==> src/rtl/demux8_pkg.sv <==
// Shared types and constants for the registered 1-to-8 demultiplexer slice.
// Optional parity outputs are enabled by defining DEMUX8_PARITY_EN.
package demux8_pkg;

  typedef enum logic [1:0] {
    IDLE = 2'd0,
    FILL = 2'd1,
    DONE = 2'd2
  } state_t;

  localparam int         NUM_SLOTS = 8;
  localparam logic [7:0] FULL_MASK = 8'hFF;

  function automatic logic [7:0] onehot8(input logic [2:0] idx);
    return 8'd1 << idx;
  endfunction

endpackage

==> src/rtl/demux8_4bits_seq_slot_reg.sv <==
// One held output slot: WIDTH-bit register with load enable and synchronous reset.
// With DEMUX8_PARITY_EN the even-parity bit of the slot is registered alongside it.
module slot_reg #(
  parameter int               WIDTH     = 4,
  parameter logic [WIDTH-1:0] RESET_VAL = '0
) (
  input  logic             clk,
  input  logic             rst,
  input  logic             load,
  input  logic [WIDTH-1:0] d,
  output logic [WIDTH-1:0] q
`ifdef DEMUX8_PARITY_EN
  ,
  output logic             par
`endif
);

  // NOTE: sequential state uses non-blocking assignments so every flop samples
  // the pre-edge values, independent of process ordering in simulation.
  always_ff @(posedge clk) begin
    if (rst) begin
      q <= RESET_VAL;
    end else if (load) begin
      q <= d;
    end
  end

`ifdef DEMUX8_PARITY_EN
  always_ff @(posedge clk) begin
    if (rst) begin
      par <= ^RESET_VAL;
    end else if (load) begin
      par <= ^d;
    end
  end
`endif

endmodule

==> src/rtl/demux8_4bits_seq.sv <==
// Registered 1-to-8 demultiplexer with auto/addressed slot selection and frame tracking.
// Define DEMUX8_PARITY_EN to add the per-slot parity output port par.
module demux8_4bits_seq
  import demux8_pkg::*;
#(
  parameter int               WIDTH     = 4,
  parameter logic [WIDTH-1:0] RESET_VAL = '0
) (
  input  logic             clk,
  input  logic             rst,
  input  logic [WIDTH-1:0] D,
  input  logic             valid,
  input  logic             auto_mode,
  input  logic [2:0]       sel,
  output logic [WIDTH-1:0] Y0,
  output logic [WIDTH-1:0] Y1,
  output logic [WIDTH-1:0] Y2,
  output logic [WIDTH-1:0] Y3,
  output logic [WIDTH-1:0] Y4,
  output logic [WIDTH-1:0] Y5,
  output logic [WIDTH-1:0] Y6,
  output logic [WIDTH-1:0] Y7,
  output logic [7:0]       filled,
  output logic [2:0]       ptr,
  output logic             frame_done
`ifdef DEMUX8_PARITY_EN
  ,
  output logic [7:0]       par
`endif
);

  state_t           state, state_nxt;
  logic [7:0]       filled_nxt;
  logic [2:0]       ptr_nxt;
  logic             frame_done_nxt;
  logic [2:0]       target;
  logic [7:0]       target_mask;
  logic [WIDTH-1:0] y_q [NUM_SLOTS];

  assign target      = auto_mode ? ptr : sel;
  assign target_mask = onehot8(target);

  // NOTE: every signal written here gets a default first, so no path through
  // the block leaves a value unassigned and no latch is inferred.
  always_comb begin
    state_nxt      = state;
    filled_nxt     = filled;
    ptr_nxt        = ptr;
    frame_done_nxt = 1'b0;
    if (valid) begin
      if (auto_mode) begin
        ptr_nxt = ptr + 3'd1;
      end
      // A write in the DONE cycle opens a fresh frame with only its own flag.
      filled_nxt = (state == DONE) ? target_mask : (filled | target_mask);
      if (filled_nxt == FULL_MASK) begin
        state_nxt      = DONE;
        frame_done_nxt = 1'b1;
      end else begin
        state_nxt = FILL;
      end
    end else if (state == DONE) begin
      state_nxt  = IDLE;
      filled_nxt = '0;
    end
  end

  always_ff @(posedge clk) begin
    if (rst) begin
      state      <= IDLE;
      filled     <= '0;
      ptr        <= '0;
      frame_done <= 1'b0;
    end else begin
      state      <= state_nxt;
      filled     <= filled_nxt;
      ptr        <= ptr_nxt;
      frame_done <= frame_done_nxt;
    end
  end

  for (genvar k = 0; k < NUM_SLOTS; k++) begin : g_slot
    slot_reg #(
      .WIDTH     (WIDTH),
      .RESET_VAL (RESET_VAL)
    ) u_slot (
      .clk  (clk),
      .rst  (rst),
      .load (valid && (target == 3'(k))),
      .d    (D),
      .q    (y_q[k])
`ifdef DEMUX8_PARITY_EN
      ,
      .par  (par[k])
`endif
    );
  end

  assign Y0 = y_q[0];
  assign Y1 = y_q[1];
  assign Y2 = y_q[2];
  assign Y3 = y_q[3];
  assign Y4 = y_q[4];
  assign Y5 = y_q[5];
  assign Y6 = y_q[6];
  assign Y7 = y_q[7];

endmodule

==> config.mk <==
export PLATFORM = sky130hd
export DESIGN_NAME = demux8_4bits_seq
export DESIGN_NICKNAME = d
export VERILOG_FILES = /design/src/rtl/demux8_pkg.sv /design/src/rtl/demux8_4bits_seq_slot_reg.sv /design/src/rtl/demux8_4bits_seq.sv
export SDC_FILE = /design/constraint.sdc
export NUM_CORES = 1
export LEC_CHECK = 0
export ABC_AREA = 1
export CAP_MARGIN = 25
export CORE_AREA = 3 3 66 68
export DETAILED_ROUTE_END_ITERATION = 10
export DIE_AREA = 0 0 69 71
export PLACE_DENSITY = 0.87
export RECOVER_POWER = 100
export SYNTH_ARGS = -nofsm -noshare
export SYNTH_HDL_FRONTEND = slang
export SYNTH_SLANG_ARGS = --single-unit
==> constraint.sdc <==
create_clock -name clk -period 1.7 [get_ports clk]
set_input_delay 0.34 -clock clk [delete_from_list [all_inputs] [get_ports clk]]
set_output_delay 0.34 -clock clk [all_outputs]
set_load 0.01 [all_outputs]
# [After elaboration in Yosys (flattened, before gate mapping)]
# Cells that the tools add are included.
[word_totals] register_bits=46 inputBits=11 output_inout_bits=44 elab_cells=45
[op_classes] addsub=1 n_eq_ne=9 n_shift=1 muxes=8 n_bitwise=2 n_reduce_logical=12
[ops] cell="two-way mux 8 bit" n=3
[ops] cell="== test 3 bit (second input constant)" n=4
[ops] cell="== test 8 bit (second input constant)" n=1
[ops] cell="logical AND 1 bit" n=8
[ops] cell="bitwise OR 8 bit" n=1
[ops] cell="left shift 1 x 3 -> 8 bit (first input constant)" n=1
[ops] cell="== test 3 x 2 -> 1 bit (second input constant)" n=2
[ops] cell="two-way mux 2 bit" n=3
[ops] cell="adder 3 x 1 -> 3 bit (second input constant)" n=1
[ops] cell="== test 3 x 1 -> 1 bit (second input constant)" n=1
[ops] cell="zero test 3 bit" n=1
[ops] cell="two-way mux 3 bit" n=1
[ops] cell="== test 2 bit (second input constant)" n=1
[ops] cell="AND reduction 2 bit" n=1
[ops] cell="nonzero test 2 bit" n=1
[ops] cell="OR reduction 2 bit" n=1
[ops] cell="two-way mux 1 bit" n=1
[ops] cell="inverter 1 bit" n=1

# [Logic depth before layout (Yosys ltp)]
# Gate-level depths: netlist of run 1.
[logic_depth] depth_word=7 depth_mapped=11 ltp_nobuf=10

# [Cells and area by module]
# From an unflattened synthesis of run 1, not the netlist that was laid out.
[unflattened] cells_unflattened=320 area_unflattened_um2=2139.6
[by_module_without_submodules] module="slot_reg" instances=8 cells_per_inst=26 area_per_inst_um2=172.7 seq_area_each_um2=80.1
[by_module_without_submodules] module="demux8_4bits_seq" instances=1 cells_per_inst=112 area_per_inst_um2=758.2 seq_area_each_um2=280.3

# [Worst setup path after synthesis of run 1]
# No wires, ideal clock.
[synth_timing] kind="input port to flip-flop" from="in auto_mode" to="reg state[0]" setup_time_ns=0.109 arrival_time_ns=1.117 t_required_ns=1.591 slack_ns=0.474 stages=11 n_path_buf=1 cell_sequence="buf_6 > inv_6 > nand2_2 > nand2_4 > nand3_1 > nand2_1 > nand2_1 > nor2_2 > nand3_1 > nand2_1 > inv_1"
[synth_between] elab_chain_len=7
[synth_rtl] item="start, declared" line="demux8_4bits_seq.sv:13" rtl="input logic auto_mode,"
[synth_rtl] item="two-way mux 3 bit (*)" line="demux8_4bits_seq.sv:40" rtl="assign target = auto_mode ? ptr : sel;"
[synth_rtl] item="left shift 1 x 3 -> 8 bit (*)" line="demux8_pkg.sv:15" rtl="return 8'd1 << idx;"
[synth_rtl] item="bitwise OR 8 bit" line="demux8_4bits_seq.sv:55" rtl="filled_nxt = (state == DONE) ? target_mask : (filled | target_mask);"
[synth_rtl] item="two-way mux 8 bit (*)" line="demux8_4bits_seq.sv:55"
[synth_rtl] item="== test 8 bit (*)" line="demux8_4bits_seq.sv:56" rtl="if (filled_nxt == FULL_MASK) begin"
[synth_rtl] item="two-way mux 2 bit (*)" line="demux8_4bits_seq.sv:56"
[synth_rtl] item="two-way mux 2 bit (*)" line="demux8_4bits_seq.sv:50" rtl="if (valid) begin"
[synth_rtl] item="end signal, assigned" line="demux8_4bits_seq.sv:75" rtl="state <= state_nxt;"
[synth_rtl] item="end, declared" line="demux8_4bits_seq.sv:32" rtl="state_t state, state_nxt;"
# Mark *: on every way between the ends. The rest lies on a longest branch, timed or not.
# A chain may end at the register's enable or synchronous reset.

# [Worst setup path after layout of run 1]
[layout_timing] from="reg filled[1]" to="out filled[1]"
[layout_rtl] item="start, declared" line="demux8_4bits_seq.sv:23" rtl="output logic [7:0] filled,"
[layout_rtl] item="start signal, assigned" line="demux8_4bits_seq.sv:76" rtl="filled <= filled_nxt;"
# No word-level cell between the ends.

==> Implementation_results.wiki, run 1 <==
{| class="wikitable"
! Metric !! Value
|-
| Result of the run || complete, no violations
|-
| Remaining max-slew budget at the tightest pin || 0.697
|-
| Max FO, Critical Path || 3
|-
| Worst path slowest cell || sky130_fd_sc_hd__dlygate4sd3_1
|-
| Multiplexer area fraction after synthesis || 0
|-
| Crit-path cells || dlygate4sd3_1
|-
| Share of final-layout standard cells stronger than drive strength 1 || 0.138
|-
| Post-synthesis share of cell area spent on xor and xnor gates || 0
|-
| Count of input and output buffers || between 50 and 60
|-
| First-pass GRT wire length || 7.82 mm
|-
| ANT nets after route || 0
|-
| Clock Latency Late Sink || ~0.3 ns
|-
| Delay-heaviest family, CP || buffers and inverters
|-
| Share of the cycle needed by the critical path after routing || 0.955
|-
| # setup viols final || 0
|-
| Final Hold Slack || 0.484 ns
|-
| Number of synthesized register bits || 46
|-
| Most common cell after layout, fill and taps aside || sky130_fd_sc_hd__nor2_1
|-
| Area delta synth->final || 38.3%
|-
| Arr. time, crit path || 1.28 ns
|-
| Leftover overflow at the end of global routing || 0
|-
| Transition at the pin with the smallest max-transition slack || between 0.4 and 0.5 ns
|-
| Total track usage || 0.196
|-
| Leak pwr || ~1.3 nW
|-
| Core Rows || 23
|-
| Sink Count || 46
|-
| Syn Std Cell Area || ~0.0019 sq mm
|-
| Clock-pin slew reported for the worst setup and hold paths after clock tree synthesis || around 0.08 ns
|-
| Synthesized area per cell || roughly 7.4 sq um
|-
| DR WL/cell || ~13 um
|-
| Starting Density || 0.481
|-
| Worst VDD drop || slightly below 0.0006 V
|-
| Clock root buffer master || sky130_fd_sc_hd__clkbuf_8
|-
| CP required || 1.36 ns
|-
| Total area of sequential cells || roughly 920 sq um
|-
| Floorplan die area || between 0.004 and 0.005 sq mm
|-
| Synthesized net count || between 200 and 300
|-
| Routed via count || roughly 1800
|-
| Top cell type by total area after synthesis || sky130_fd_sc_hd__dfxtp_1
|-
| Fmax achieved || 616 MHz
|-
| Total power draw || roughly 2 mW
|-
| Power Dens Cells || around 790 mW/mm^2
|-
| Compound-cell area share of the yosys netlist || 0.126
|-
| Sequential share of the synthesized area || 0.489
|-
| Post-Place Worst Slack || -0.198 ns
|-
| Type of destination of the critical path || output port
|-
| Max-cap violations || 0
|-
| Multi-input gate area || 827 sq um
|-
| Floorplan die width || ~69 um
|-
| Hold Path Class || reg2reg
|-
| Most frequent cells in the layout || sky130_fd_sc_hd__nor2_1, sky130_fd_sc_hd__dfxtp_1, sky130_fd_sc_hd__dlygate4sd3_1
|-
| Final count of hold timing violations || 0
|-
| Vias in the first global route || 1797
|-
| Synthesis warning total || 0
|-
| Worst-case clock skew || between 0.003 and 0.004 ns
|-
| Slew Limit Fails || 0
|-
| Setup Total Neg Slack || 0 ns
|-
| Dominant combinational cell family by area after synthesis || simple AND/OR/NAND/NOR gates
|-
| Clock tree from TritonCTS || built
|-
| Detailed Place HPWL || 3.33 mm
|-
| Synth Flop Type || sky130_fd_sc_hd__dfxtp_1
|-
| Proportion of register bits with asynchronous set or reset after synthesis || 0
|-
| Minimum setup slack in the final design || 0.0759 ns
|-
| Number of primary I/O pins || 55
|-
| Via count normalized by instance count || between 5 and 6
|-
| Number of antenna violations at the first check in global routing || 0
|-
| Initial detailed-routing violation count || ~140
|-
| Total clock buffers created by CTS || 5
|-
| Crit start category || flop
|-
| Final min period || ~1.6 ns
|-
| Crit path largest cell delay || ~0.62 ns
|-
| Area share of the largest cell type after synthesis || 0.489
|-
| Post-Syn Instances || around 260
|-
| Netlist cell types || 21
|-
| Worst path buffer plus inverter count || 1
|-
| Number of enable flip-flop cells after synthesis || 0
|-
| Clock Path Buffers || 2
|-
| Count of nets after finishing || between 300 and 400
|-
| Maximum number of pins on one net before global-route repair || 36
|-
| Simple-gate share of the synthesized area || 0.304
|-
| Final wirelength || 4.67 mm
|-
| # DRC || 0
|-
| CP Class || reg2out
|-
| Die Span Y || just over 70 um
|-
| Setup repair after global routing missed its margin || false
|-
| Antenna cells || 0
|-
| Number of levels in the clock H-tree || 2
|-
| Standard cell core area || 0.00391 sq mm
|-
| Routability-driven placement congestion ratio || roughly 0.83
|-
| Fill cell instance count of the final layout || roughly 350
|-
| Largest cells by area after synthesis || sky130_fd_sc_hd__dfxtp_1, sky130_fd_sc_hd__nor2_1, sky130_fd_sc_hd__o21ai_0
|-
| Synth Area in Adders || 0.00664
|-
| First-pass DRT Iterations || 4
|}
cell usage after synthesis (3+ instances only):
library cell and count:
sky130_fd_sc_hd__nor2_1 64, sky130_fd_sc_hd__dfxtp_1 46, sky130_fd_sc_hd__o21ai_0 35, sky130_fd_sc_hd__nand2_1 29
sky130_fd_sc_hd__inv_1 15, sky130_fd_sc_hd__a21oi_1 11, sky130_fd_sc_hd__nand2_2 9, sky130_fd_sc_hd__nand3_1 9
sky130_fd_sc_hd__nor2_2 9, sky130_fd_sc_hd__inv_2 8, sky130_fd_sc_hd__buf_1 4, sky130_fd_sc_hd__clkbuf_1 4
sky130_fd_sc_hd__nand2_4 3, sky130_fd_sc_hd__nand4_1 3
state kept, by name, summed over array words and instances, names as in the netlist:
name / count
ptr: 3
state: 2
g_slot.u_slot.q: 32
frame_done: 1
filled: 8
per-stage QoR:
step | std cells | utilization | area, sq um
after global placement | 360 | 0.642 | 2510
after detailed placement | 360 | 0.642 | 2510
after floorplan | 256 | - | 1880
final | 368 | 0.665 | 2600
after global routing | 368 | 0.665 | 2600
after CTS | 368 | 0.664 | 2600
final cells by class:
class                           instances  share of cell area
Sequential cell                        46               0.354
Multi-Input combinational cell        176               0.318
Timing Repair Buffer                   63               0.234
Inverter                               25              0.0380
Clock buffer                            6              0.0279
Tap cell                               50              0.0240
Clock inverter                          2             0.00529
cells by family after synthesis:
kind of cell,Yosys count
fa+ha+maj,1
simple gates,128
flops,46
buf+inv,34
compound gates,47
repair_timing:
item	in CTS	in global routing
hold buffers	0	0
setup buffers	0	0
setup endpoints to repair	0	5
gates resized for setup	0	2
final timing paths:
| path | startpoint | slack [ns] | cells after the start | end |
|---|---|---|---|---|
| setup / recovery | filled[1]$_SDFFE_PP0P_ | 0.08 | 1 | filled[1] |
| hold / removal | state[0]$_SDFFE_PP0P_ | 0.48 | 2 | state[1]$_SDFFE_PP0P_ |
| setup reg to reg | ptr[2]$_SDFFE_PP0P_ | 0.37 | 8 | g_slot[2].u_slot.q[3]$_SDFFE_PP0P_ |
| hold reg to reg | state[0]$_SDFFE_PP0P_ | 0.48 | 2 | state[1]$_SDFFE_PP0P_ |
where the power goes:
| group | switching (mW) | leakage, nW | total (mW) | internal [mW] |
|---|---|---|---|---|
| Clock | 0.358 | 0.0452 | 0.649 | 0.290 |
| Sequential | 0.0188 | 0.373 | 1.13 | 1.11 |
| Combinational | 0.154 | 0.857 | 0.270 | 0.116 |
layer usage:
| metal | up-vias | GRT usage | wire length (um) |
|---|---|---|---|
| li1 | 932 | - | - |
| met1 | 843 | 0.224 | 2000 |
| met2 | 65 | 0.339 | 2290 |
| met3 | 8 | 0.0597 | 329 |
| met4 | 0 | 0.0846 | 54 |
| met5 | - | 0 | 0 |
Power figures use the tool's default switching activity.
==> inputs of run 2 (changes only) <==
--- a/config.mk
+++ b/config.mk
@@ -7,10 +7,11 @@
 export LEC_CHECK = 0
 export ABC_AREA = 1
 export CAP_MARGIN = 25
-export CORE_AREA = 3 3 66 68
+export CORE_AREA = 2 2 77 79
 export DETAILED_ROUTE_END_ITERATION = 10
-export DIE_AREA = 0 0 69 71
-export PLACE_DENSITY = 0.87
+export DIE_AREA = 0 0 79 81
+export MAX_ROUTING_LAYER = met4
+export PLACE_DENSITY = 0.67
 export RECOVER_POWER = 100
 export SYNTH_ARGS = -nofsm -noshare
 export SYNTH_HDL_FRONTEND = slang
==> Implementation_results.wiki, run 2 (synthesis results as in run 1) <==
{| class="wikitable"
! Metric !! Value
|-
| Register-to-register path setup slack || 0.40 ns (+0.03 ns)
|-
| Final min period || 1.61 ns (-0.00987 ns)
|-
| Maximum number of pins on one net before global-route repair || 36 (unchanged)
|-
| Total clock buffers created by CTS || 5 (unchanged)
|-
| CP required || 1.36 ns (about the same)
|-
| Setup Total Neg Slack || 0 ns (unchanged)
|-
| Non-filler instance count after layout || 395 (+7.3%)
|-
| Fmax achieved || 619 MHz (+0.61%)
|-
| Worst path slowest cell || sky130_fd_sc_hd__dlygate4sd3_1
|-
| Critical register-to-register path endpoint || g_slot[4].u_slot.q[0]$_SDFFE_PP0P_
|-
| Clock Latency Late Sink || 0.29 ns (about the same)
|-
| Buffer count from post-CTS setup fixing || 0 (unchanged)
|-
| Delay-heaviest family, CP || buffers and inverters
|-
| Crit start category || flop
|-
| Vias in the first global route || 1721 (-4.2%)
|-
| Sink Count || 46 (unchanged)
|-
| Share of final-layout standard cells stronger than drive strength 1 || 0.138 (-0.000865)
|-
| Hold Path Class || reg2reg
|-
| Via count normalized by instance count || 4.58 (-8.8%)
|-
| Worst-case clock skew || 0.00252 ns (-0.00135 ns)
|-
| Floorplan die width || 79 um (+14%)
|-
| Final Hold Slack || 0.477 ns (-0.00691 ns)
|-
| Internal portion of total power || 1.56 mW (+2.5%)
|-
| Registers with the highest flip-flop counts || g_slot.u_slot.q (32), filled (8), ptr (3)
|-
| Crit path largest cell delay || 0.62 ns (about the same)
|-
| Remaining max-slew budget at the tightest pin || 0.697 (about the same)
|-
| First-pass DRT Iterations || 4 (unchanged)
|-
| Logic gate share of total power || 0.129 (-0.003)
|-
| Clock-pin slew reported for the worst setup and hold paths after clock tree synthesis || 0.08 ns (about the same)
|-
| Standard cell core area || 0.00568 sq mm (+45%)
|-
| Crit-path cells || dlygate4sd3_1
|-
| Number of flip-flops under the largest register name || 32 (unchanged)
|-
| Hold depth || 2 (unchanged)
|-
| Worst path buffer plus inverter count || 1 (unchanged)
|-
| Count of hold-fix buffers inserted at cts || 0 (unchanged)
|-
| Leak pwr || 1.28 nW (+0.19%)
|-
| Most common cell after layout, fill and taps aside || sky130_fd_sc_hd__nor2_1
|-
| Post-layout util || 0.466 (-0.199)
|-
| Clock Path Buffers || 2 (unchanged)
|-
| Detailed Place HPWL || 3.41 mm (+2.4%)
|-
| Share of the cycle needed by the critical path after routing || 0.950 (-0.00580)
|-
| Result of the run || complete, no violations
|-
| Startpoint of the worst hold path || state[0]$_SDFFE_PP0P_
|-
| DR WL/cell || 11.8 um (-6.9%)
|-
| # DRC || 0 (unchanged)
|-
| Clock tree from TritonCTS || built
|-
| Reported net switching power || 0.531 mW (about the same)
|-
| Fraction of power spent switching nets || 0.254 (-0.00471)
|-
| Number of primary I/O pins || 55 (unchanged)
|-
| Relative contribution of the clock network to total power || 0.329 (+0.013)
|-
| Die Span Y || 81 um (+14%)
|-
| Count of nets after finishing || 331 (+0.61%)
|-
| Antenna cells || 0 (unchanged)
|-
| Number of cell instances on the worst register-to-register path || 8 (unchanged)
|-
| Clock root buffer master || sky130_fd_sc_hd__clkbuf_8
|-
| Leftover overflow at the end of global routing || 0 (unchanged)
|-
| Placed Instances || 387 (+7.5%)
|-
| Final wirelength || 4.67 mm (about the same)
|-
| Routed via count || 1809 (-2.1%)
|-
| Min-Delay Endpoint || state[1]$_SDFFE_PP0P_
|-
| Setup repair after global routing missed its margin || false
|-
| Total power draw || 2.09 mW (+1.9%)
|-
| Most flop-heavy register || g_slot.u_slot.q
|-
| ANT nets after route || 0 (unchanged)
|-
| Slew Limit Fails || 0 (unchanged)
|-
| Worst VDD drop || 0.000454 V (-22%)
|-
| Max-cap violations || 0 (unchanged)
|-
| Final count of hold timing violations || 0 (unchanged)
|-
| # setup viols final || 0 (unchanged)
|-
| Most frequent cells in the layout || sky130_fd_sc_hd__nor2_1, sky130_fd_sc_hd__dfxtp_1, sky130_fd_sc_hd__dlygate4sd3_1
|-
| Transition at the pin with the smallest max-transition slack || 0.454 ns (+0.000122 ns)
|-
| # resized after CTS || 0 (unchanged)
|-
| Portion of total power attributed to sequential cells || 0.542 (-0.010)
|-
| Max FO, Critical Path || 3 (unchanged)
|-
| Count of input and output buffers || 54 (unchanged)
|-
| Power Dens Cells || 789 mW/mm^2 (+0.18%)
|-
| Area delta synth->final || 40.6%
|-
| Floorplan die area || 0.00640 sq mm (+31%)
|-
| Number of antenna violations at the first check in global routing || 0 (unchanged)
|-
| Starting Density || 0.332 (-0.149)
|-
| Total track usage || 0.162 (-0.0344)
|-
| Initial detailed-routing violation count || 96 (-31%)
|-
| Type of destination of the critical path || output port
|-
| Arr. time, crit path || 1.27 ns (about the same)
|-
| Number of levels in the clock H-tree || 2 (unchanged)
|-
| Reg-to-Reg Start || ptr[1]$_SDFFE_PP0P_
|-
| Core Rows || 28 (+22%)
|-
| CP Class || reg2out
|-
| First-pass GRT wire length || 7.96 mm (+1.8%)
|-
| Routability-driven placement congestion ratio || 0.881 (+5.9%)
|}
[run 2: area by class of cell]
class | count | area, sq um
fill | 597 | 3030
sequential | 46 | 921
multi-input combinational | 176 | 820
timing repair buffer | 65 | 619
inverter | 25 | 98.8
tap | 75 | 93.8
clock buffer | 6 | 82.6
clock inverter | 2 | 12.5
[run 2: stage by stage]
stage,cell area (sq um),worst slack (ns)
2_1_floorplan,1880,0.474
3_3_place_gp,2560,-0.173
3_5_place_dp,2560,-0.182
4_1_cts,2650,0.0952
5_1_grt,2650,0.00134
6_report,2650,0.0858
[run 2: power groups by stage]
stage	logic [mW]	clock network [mW]	registers [mW]
final	0.269	0.687	1.13
after global routing	0.299	0.758	1.14
after CTS	0.284	0.712	1.13
after detailed placement	0.281	0	1.16
after global placement	0.278	0	1.16
after floorplan	0.131	0	1.17
[run 2: worst max path at each step]
stage / start / endpoint / slack (ns) / depth (start not counted)
global placement: auto_mode / g_slot[1].u_slot.q[0]$_SDFFE_PP0P_ / -0.17 / 9
CTS: ptr[0]$_SDFFE_PP0P_ / ptr[0] / 0.1 / 1
global route: auto_mode / state[0]$_SDFFE_PP0P_ / 0.001 / 11
floorplan: auto_mode / state[0]$_SDFFE_PP0P_ / 0.47 / 11
finish: filled[1]$_SDFFE_PP0P_ / filled[1] / 0.09 / 1
detailed placement: auto_mode / g_slot[1].u_slot.q[3]$_SDFFE_PP0P_ / -0.18 / 9
[run 2: worst min-delay path, stage by stage, from the launching register on]
cell	delay [ns]
sky130_fd_sc_hd__dfxtp_1	0.32
sky130_fd_sc_hd__nand4_1	0.08
sky130_fd_sc_hd__nand2_1	0.05
[run 2: per-layer routing]
metal	up-vias	track usage	part of all wire
met3	4	0.0367	0.065
met1	809	0.213	0.48
met4	0	0.0466	0.0073
li1	937	-	-
met2	59	0.250	0.45
met5	-	-	0
==> inputs of run 3 (changes only) <==
==> constraint.sdc (replaced) <==
create_clock -name clk -period 1.8 [get_ports clk]
set_input_delay 0.36 -clock clk [delete_from_list [all_inputs] [get_ports clk]]
set_output_delay 0.36 -clock clk [all_outputs]
set_load 0.01 [all_outputs]
==> Implementation_results.wiki, run 3 (synthesis results as in run 1) <==
{| class="wikitable"
! Metric !! Value
|-
| Number of primary I/O pins || 55 (unchanged)
|-
| Final Hold Slack || 0.481 ns (+0.00346 ns)
|-
| Crit-path cells || dlygate4sd3_1
|-
| # setup viols final || 0 (unchanged)
|-
| # resized after CTS || 0 (unchanged)
|-
| Crit path depth || 1 (unchanged)
|-
| Critical register-to-register path endpoint || g_slot[5].u_slot.q[1]$_SDFFE_PP0P_
|-
| Final min period || ~1.7 ns
|-
| Share of final-layout standard cells stronger than drive strength 1 || 0.115 (-0.0229)
|-
| Worst setup path startpoint || ptr[0]$_SDFFE_PP0P_
|-
| Via count normalized by instance count || 4.44 (-2.9%)
|-
| Core Rows || 28 (unchanged)
|-
| Most common cell after layout, fill and taps aside || sky130_fd_sc_hd__nor2_1
|-
| Arr. time, crit path || 1.32 ns (+0.05 ns)
|-
| Worst VDD drop || 0.000592 V (+30%)
|-
| Register-to-register path setup slack || 0.45 ns (+0.05 ns)
|-
| Critical Path Sink || ptr[0]
|-
| Power Dens Cells || 799 mW/mm^2 (+1.4%)
|-
| Result of the run || complete, no violations
|-
| Registers with the highest flip-flop counts || g_slot.u_slot.q (32), filled (8), ptr (3)
|-
| Met1 demand-to-capacity share in global routing || 0.203 (-0.00962)
|-
| Number of flip-flops under the largest register name || 32 (unchanged)
|-
| Number of antenna violations at the first check in global routing || 0 (unchanged)
|-
| Count of hold-fix buffers inserted at cts || 0 (unchanged)
|-
| Met2 usage in global routing || 0.227 (-0.0229)
|-
| First-pass GRT wire length || 7.47 mm (-6.2%)
|-
| Most flop-heavy register || g_slot.u_slot.q
|-
| Met3 GRT Util || 0.0389 (+0.00222)
|-
| Setup repair after global routing missed its margin || false
|-
| Most frequent cells in the layout || sky130_fd_sc_hd__nor2_1, sky130_fd_sc_hd__dfxtp_1, sky130_fd_sc_hd__dlygate4sd3_1
|-
| Max FO, Critical Path || 4 (+1)
|-
| Clock-pin slew reported for the worst setup and hold paths after clock tree synthesis || 0.09 ns (about the same)
|-
| Leftover overflow at the end of global routing || 0 (unchanged)
|-
| Clock tree from TritonCTS || built
|-
| Setup Total Neg Slack || 0 ns (unchanged)
|-
| Die Span Y || 81 um (unchanged)
|-
| Final wirelength || 4.63 mm (-0.92%)
|-
| Total track usage || 0.154 (-0.00778)
|-
| Fmax achieved || between 500 and 600 MHz
|-
| First-pass DRT Iterations || 4 (unchanged)
|-
| Antenna cells || 0 (unchanged)
|-
| Total clock buffers created by CTS || 5 (unchanged)
|-
| Count of input and output buffers || 54 (unchanged)
|-
| Detailed Place HPWL || 3.30 mm (-3.2%)
|-
| Worst-case clock skew || 0.00748 ns (+0.00497 ns)
|-
| Clock Path Buffers || 2 (unchanged)
|-
| Type of destination of the critical path || output port
|-
| Crit start category || flop
|-
| Remaining max-slew budget at the tightest pin || 0.450 (-0.247)
|-
| Clock root buffer master || sky130_fd_sc_hd__clkbuf_8
|-
| Share of the cycle needed by the critical path after routing || 0.935
|-
| Vias in the first global route || 1602 (-6.9%)
|-
| Standard cell core area || 0.00568 sq mm (unchanged)
|-
| Initial detailed-routing violation count || 91 (-5.2%)
|-
| Final count of hold timing violations || 0 (unchanged)
|-
| Maximum number of pins on one net before global-route repair || 36 (unchanged)
|-
| Fill cell instance count of the final layout || 612 (+2.5%)
|-
| ANT nets after route || 0 (unchanged)
|-
| Routability-driven placement congestion ratio || 0.850 (-3.5%)
|-
| Crit path largest cell delay || 0.63 ns (about the same)
|-
| Buffer count from post-CTS setup fixing || 0 (unchanged)
|-
| # DRC || 0 (unchanged)
|-
| Number of levels in the clock H-tree || 2 (unchanged)
|-
| CP required || 1.44 ns (+0.08 ns)
|-
| Hold Path Class || reg2reg
|-
| Leak pwr || 1.27 nW (-0.70%)
|-
| DR WL/cell || 11.9 um (+0.61%)
|-
| Count of nets after finishing || 325 (-1.8%)
|-
| CP Class || reg2out
|-
| Routed via count || 1729 (-4.4%)
|-
| Floorplan die width || 79 um (unchanged)
|-
| Sink Count || 46 (unchanged)
|-
| Reg-to-Reg Start || ptr[0]$_SDFFE_PP0P_
|-
| Number of cell instances on the worst register-to-register path || 7 (-1)
|-
| Slew Limit Fails || 0 (unchanged)
|-
| Max-cap violations || 0 (unchanged)
|-
| Delay-heaviest family, CP || buffers and inverters
|-
| Worst path slowest cell || sky130_fd_sc_hd__dlygate4sd3_1
|-
| Floorplan die area || 0.00640 sq mm (unchanged)
|-
| Clock Latency Late Sink || 0.30 ns (about the same)
|-
| Area delta synth->final || 38.7%
|-
| Starting Density || 0.332 (unchanged)
|-
| Transition at the pin with the smallest max-transition slack || 0.824 ns (+0.370 ns)
|-
| Worst path buffer plus inverter count || 1 (unchanged)
|-
| Gr busiest metal || met2
|}
run 3: worst min path at each step:
stage / to / slack, ns / depth (start not counted) / from
2_1_floorplan: state[1]$_SDFFE_PP0P_ / 0.46 / 2 / state[0]$_SDFFE_PP0P_
3_3_place_gp: state[1]$_SDFFE_PP0P_ / 0.46 / 2 / state[0]$_SDFFE_PP0P_
3_5_place_dp: g_slot[3].u_slot.q[0]$_SDFFE_PP0P_ / 0.47 / 2 / g_slot[3].u_slot.q[0]$_SDFFE_PP0P_
4_1_cts: state[1]$_SDFFE_PP0P_ / 0.49 / 2 / state[0]$_SDFFE_PP0P_
5_1_grt: state[1]$_SDFFE_PP0P_ / 0.51 / 2 / state[0]$_SDFFE_PP0P_
6_report: g_slot[3].u_slot.q[0]$_SDFFE_PP0P_ / 0.48 / 2 / g_slot[3].u_slot.q[0]$_SDFFE_PP0P_
run 3: report_power, final:
part	internal, mW	switching, mW
combinational	0.105	0.140
clock	0.416	0.356
sequential	1.05	0.0187
run 3: stage by stage:
stage | setup slack, ns | utilization | area, sq um | std cells | power [mW]
CTS | 0.174 | 0.463 | 2630 | 389 | 2.13
global route | 0.0476 | 0.460 | 2610 | 389 | 2.18
detailed placement | -0.0990 | 0.443 | 2510 | 381 | 1.35
global placement | -0.0957 | 0.443 | 2510 | 381 | 1.35
floorplan | 0.554 | - | 1880 | 256 | 1.23
finish | 0.117 | 0.460 | 2610 | 389 | 2.09
run 3: final cells by class:
cell class | count | area, sq um | share of cell area
Timing Repair Buffer | 59 | 578 | 0.221
Inverter | 25 | 98.8 | 0.0379
Sequential cell | 46 | 921 | 0.353
Multi-Input combinational cell | 176 | 807 | 0.309
Clock buffer | 5 | 68.8 | 0.0264
Clock inverter | 3 | 43.8 | 0.0168
Tap cell | 75 | 93.8 | 0.0359
run 3: layer usage:
layer | part of all wire | wire length, um
met5 | 0 | 0
met4 | 0.013 | 61
met3 | 0.045 | 209
met2 | 0.43 | 1970
met1 | 0.52 | 2390
